## config.mk

```make
export PLATFORM = sky130hd
export DESIGN_NAME = vga_stream_cipher
export DESIGN_NICKNAME = d
export VERILOG_FILES = /design/src/rtl/vga_stream_cipher.sv
export SDC_FILE = /design/constraint.sdc
export NUM_CORES = 1
export LEC_CHECK = 0
export CAP_MARGIN = 20
export CORE_UTILIZATION = 30
export CTS_BUF_LIST = sky130_fd_sc_hd__clkbuf_2
export CTS_CLUSTER_DIAMETER = 30
export CTS_CLUSTER_SIZE = 40
export DETAILED_ROUTE_END_ITERATION = 8
export SYNTH_ARGS = -nofsm -noshare
export SYNTH_HDL_FRONTEND = slang
export SYNTH_SLANG_ARGS = --single-unit
```

## constraint.sdc

```tcl
create_clock -name clk -period 4.8 [get_ports clk]
set_clock_uncertainty 0.1 [all_clocks]
set_input_delay 0.96 -clock clk [delete_from_list [all_inputs] [get_ports clk]]
set_output_delay 0.96 -clock clk [all_outputs]
set_load 0.005 [all_outputs]
```

## src/rtl/vga_stream_cipher.sv

```systemverilog
// LFSR stream cipher on the VGA pixel path: XORs valid pixels with a per-frame keystream.
// Optional build macro VGA_SCR_FRAME_SALT_EN salts each frame's seed with an 8-bit frame counter.
module vga_stream_cipher #(
    parameter int              PIX_W  = 12,
    parameter int              LFSR_W = 16,
    parameter logic [LFSR_W-1:0] TAPS = 16'hB400,
    parameter logic [LFSR_W-1:0] SEED = 16'h0001
) (
    input  logic              clk,
    input  logic              reset,
    input  logic              key_load,
    input  logic [LFSR_W-1:0] key_in,
    input  logic              frame_start,
    input  logic [1:0]        mode,
    input  logic              pix_valid,
    input  logic [PIX_W-1:0]  pix_in,
    output logic              pix_valid_out,
    output logic [PIX_W-1:0]  pix_out,
    output logic [1:0]        state_o
);

    typedef enum logic [1:0] {
        ST_IDLE  = 2'b00,
        ST_ARMED = 2'b01,
        ST_RUN   = 2'b10
    } state_t;

    state_t            state;
    logic [LFSR_W-1:0] lfsr;
    logic [LFSR_W-1:0] shadow_key;
    // Set on the first reseed; keeps the old stream alive while a new key waits in ARMED.
    logic              stream_live;

    logic [LFSR_W-1:0] load_key;
    logic [LFSR_W-1:0] base_key;
    logic [LFSR_W-1:0] seed_val;
    logic [LFSR_W-1:0] cur_stream;
    logic [LFSR_W-1:0] lfsr_next;
    logic [PIX_W-1:0]  keystream;
    logic [PIX_W-1:0]  pix_data;
    logic              reseed;
    logic              running;
    logic              advance;

    function automatic logic [LFSR_W-1:0] lfsr_step(input logic [LFSR_W-1:0] s);
        return {^(s & TAPS), s[LFSR_W-1:1]};
    endfunction

    assign load_key = (key_in == '0) ? SEED : key_in;
    assign reseed   = frame_start && ((state != ST_IDLE) || key_load);
    // A key loaded in the same cycle as frame_start seeds this very frame.
    assign base_key = key_load ? load_key : shadow_key;

`ifdef VGA_SCR_FRAME_SALT_EN
    logic [7:0]        frame_cnt;
    logic [7:0]        salt;
    logic [LFSR_W-1:0] salted;

    assign salt     = key_load ? 8'd0 : frame_cnt;
    assign salted   = base_key ^ {{(LFSR_W-8){1'b0}}, salt};
    assign seed_val = (salted == '0) ? SEED : salted;

    always_ff @(posedge clk or posedge reset) begin
        if (reset) begin
            frame_cnt <= 8'd0;
        end else if (key_load) begin
            frame_cnt <= reseed ? 8'd1 : 8'd0;
        end else if (reseed) begin
            frame_cnt <= frame_cnt + 8'd1;
        end
    end
`else
    assign seed_val = base_key;
`endif

    assign cur_stream = reseed ? seed_val : lfsr;
    assign running    = reseed || stream_live;
    assign keystream  = cur_stream[PIX_W-1:0];
    assign advance    = pix_valid && running && (mode != 2'b10);
    assign lfsr_next  = advance ? lfsr_step(cur_stream) : cur_stream;

    always_comb begin
        pix_data = '0;
        case (mode)
            2'b00:   pix_data = pix_in;
            2'b11:   pix_data = '0;
            default: pix_data = running ? (pix_in ^ keystream) : '0;
        endcase
    end

    always_ff @(posedge clk or posedge reset) begin
        if (reset) begin
            state         <= ST_IDLE;
            lfsr          <= SEED;
            shadow_key    <= SEED;
            stream_live   <= 1'b0;
            pix_out       <= '0;
            pix_valid_out <= 1'b0;
        end else begin
            pix_valid_out <= pix_valid;
            if (pix_valid) begin
                pix_out <= pix_data;
            end
            if (key_load) begin
                shadow_key <= load_key;
            end
            if (reseed) begin
                stream_live <= 1'b1;
            end
            lfsr <= lfsr_next;
            case (state)
                ST_IDLE: begin
                    if (key_load) begin
                        state <= reseed ? ST_RUN : ST_ARMED;
                    end
                end
                ST_ARMED: begin
                    if (frame_start) begin
                        state <= ST_RUN;
                    end
                end
                ST_RUN: begin
                    if (key_load && !frame_start) begin
                        state <= ST_ARMED;
                    end
                end
                default: state <= ST_IDLE;
            endcase
        end
    end

    assign state_o = state;

endmodule

```

==> impl_metrics.tcl <==
set metrics [dict create \
    cp.required_ns 5.04 \
    max_freq_ghz 0.309 \
    critPathMaxFanout 31 \
    core_um2 8180 \
    synth_simple_gate_area_share_pct 8.80 \
    die_w_um 93.6 \
    cts_max_level 2 \
    routedWlPerCell_um 14.6 \
    yosys.area.top_type "dfrtp_1" \
    synth.yosys.seq_area_share_pct 47.8 \
    antenna_found_initial 0 \
    maxCapViolCount 0 \
    die_h_um 93.6 \
    grt_usage_pct 13.5 \
    cp-start-kind "primary input" \
    postRouteAntennaNets 0 \
    clockRootBuffer "clkbuf_2" \
    die-area_um2 8760 \
    drive_above_1_share_pct 17.2 \
    arrival_ns 3.47 \
    synth-warning-count 0 \
    vdd_drop_max_v 0.000146 \
    clock_latency_ns 0.43 \
    finalMaxSlewViolations 0 \
    cp_cell_sequence "clkdlybuf4s50_1, buf_4, o31a_2, o21ai_4, mux4_2" \
    cts_buffer_depth 2 \
    yosys-top-cells-area "dfrtp_1 46%, mux2_4 6.6%, mux2i_1 6.4%" \
    nets 309 \
    vias 1810 \
    worstMarginPinSlew_ns 0.976 \
    grt_pass1_vias 1775 \
    drc 0 \
    synth_area_per_cell_um2 11.1 \
    finalHoldViolations 0 \
    initial_core_util_pct 30.8 \
    cts_tree "done" \
    setup_viol 0 \
    grt-ovfl-total 0 \
    fin_setup_tns_ns 0 \
    criticalPathCategory "primary input to register" \
    fin_crit_sh_pct 67.3 \
    place.gp.congestion 0.714 \
    num_rows 33 \
    grt_first_pass_wirelength_um 9050 \
    pin_count 50 \
    critPathSlowestCell "o21ai_4" \
    dr.first_iter.drc_count 63 \
    synth_top_area_share_pct 45.7 \
    totalWireLength_um 5530 \
    muxShareOfSynthArea_pct 22.4 \
    synth-seq-cells 48 \
    synth_compound_area_share_pct 13.4 \
    synth_area_um2 2520 \
    num_antenna_cells 0 \
    post_cts_buffers 0 \
    firstDrtPassIters 4 \
    hold_path.class "register to register" \
    slew_headroom_pct 34.9 \
    critPathTopFamily "compound AO/OA/AOI/OAI gates" \
    cp-startpoint "key_load" \
    cts_sinks 48 \
    path_clk_slew_ns 0.25 \
    synthAdderAreaFrac_pct 0.994 \
    ys_types 35 \
    critPathCaptureType "register" \
    status "finished, final reports clean" \
    rsz0062_at_grt "false" \
    power.density_nw_per_um2 334 \
    vias_per_cell 4.79 \
    portBuffers 49 \
    dp_hpwl_um 3860 \
    period_minus_slack_ns 3.23 \
    synthCells 226 \
    grt_max_degree 49 \
    cts_made_buffers 5 \
    synth_top_family_by_area "multiplexers" \
    post_cts_resized 0 \
    ctsHoldBuffers 0 \
    p_leak_nw 1.30 \
    syn_nets 263 \
    syn_to_final_growth_pct 25.5 \
    crit_path_max_incr_delay_ns 0.65 \
    cp_num_buf_inv 2 \
    synthXorXnorAreaFrac_pct 2.44 \
    timing.rr.start "state_o[0]$_DFFE_PP0P_" \
    whs_ns 0.418 \
    min_from "shadow_key[0]$_DFF_PP1_" \
]
==> report_power, final <==
group          switching (mW)  leakage [nW]  total (mW)  internal [mW]
clock network           0.134        0.0390       0.221         0.0868
logic                   0.142         0.699       0.322          0.180
registers              0.0381         0.566       0.511          0.473
==> cells in the final DEF, fill, tap and decap left out, drive strengths merged, types with 5 or more instances in the layout <==
| cell type | count |
|---|---|
| mux2i | 17 |
| dfrtp | 46 |
| clkbuf | 5 |
| nor3 | 11 |
| a21oi | 22 |
| mux2 | 25 |
| clkdlybuf4s50 | 49 |
| nand2 | 13 |
| nor2 | 15 |
| inv | 6 |
| o21ai | 23 |
==> registers in the layout, indices dropped and copies added, names as in the netlist <==
| name | count |
|---|---|
| lfsr | 16 |
| shadow_key | 16 |
| pix_out | 12 |
| state_o | 2 |
| pix_valid_out | 1 |
| stream_live | 1 |
==> routing by layer <==
metal	track usage, %	vias to the layer above	routed length (um)
li1	-	901	-
met4	3.85	0	60
met1	20.3	855	2940
met3	2.76	6	263
met5	0	-	0
met2	19.4	48	2270
==> metrics by stage <==
| stage | instance area, um^2 | util [%] | setup slack [ns] | instances | total power [mW] |
|---|---|---|---|---|---|
| 2_1_floorplan | 2520 | - | 2.51 | 226 | 0.726 |
| 3_3_place_gp | 3070 | 37.6 | 1.12 | 369 | 0.833 |
| 3_5_place_dp | 3070 | 37.6 | 1.08 | 369 | 0.839 |
| 4_1_cts | 3140 | 38.4 | 1.59 | 377 | 1.07 |
| 5_1_grt | 3160 | 38.6 | 1.49 | 378 | 1.12 |
| 6_report | 3160 | 38.6 | 1.57 | 378 | 1.05 |
==> cells in the mapped netlist, drive strengths merged <==
| cell | number |
|---|---|
| a2111o | 1 |
| a211oi | 1 |
| a21boi | 1 |
| a21oi | 22 |
| a41oi | 1 |
| buf | 7 |
| clkbuf | 6 |
| dfrtp | 46 |
| dfstp | 2 |
| ha | 2 |
| inv | 6 |
| mux2 | 25 |
| mux2i | 17 |
| mux4 | 3 |
| nand2 | 13 |
| nand2b | 4 |
| nand3 | 1 |
| nor2 | 15 |
| nor2b | 1 |
| nor3 | 11 |
| nor4 | 4 |
| o211ai | 1 |
| o21ai | 23 |
| o22a | 1 |
| o22ai | 1 |
| o31a | 1 |
| o31ai | 3 |
| xnor2 | 4 |
| xor2 | 3 |
==> worst register-to-register path, delay by kind of cell, from the launching register on <==
family,cells,cell delay (ns)
muxes,1,0.59
DFF,1,0.50
AOI/OAI and AO/OA,2,1.35
==> area by class of cell <==
cell class	instances	area, um^2
Clock inverter	3	42.5
Tap cell	105	131
Timing Repair Buffer	52	526
Multi-Input combinational cell	159	1210
Clock buffer	5	25.0
Sequential cell	48	1200
Fill cell	826	5020
Inverter	6	22.5
==> kinds of logic (layout without fill, tap and decap cells) <==
logic type | Yosys count | after routing
multiplexers | 45 | 45
AND/OR/NAND/NOR | 49 | 49
adder cells (fa/ha/maj) | 2 | 2
AO/OA/AOI/OAI | 56 | 56
buffers and inverters | 19 | 66
XOR/XNOR | 7 | 7
flip-flops | 48 | 48
==> path summary, 6_finish.rpt <==
kind                                                end  slack, ns  depth (start not counted)
worst max-delay path                 lfsr[12]$_DFF_PP0_       1.57                          5
worst min-delay path            shadow_key[0]$_DFF_PP1_       0.42                          2
worst max register to register       lfsr[12]$_DFF_PP0_       2.17                          3
worst min register to register  shadow_key[0]$_DFF_PP1_       0.42                          2
max in group asynchronous       shadow_key[0]$_DFF_PP1_       3.40                          3
min in group asynchronous       pix_valid_out$_DFF_PP0_       0.62                          2
Note: power is estimated with default switching activity, not from simulation.
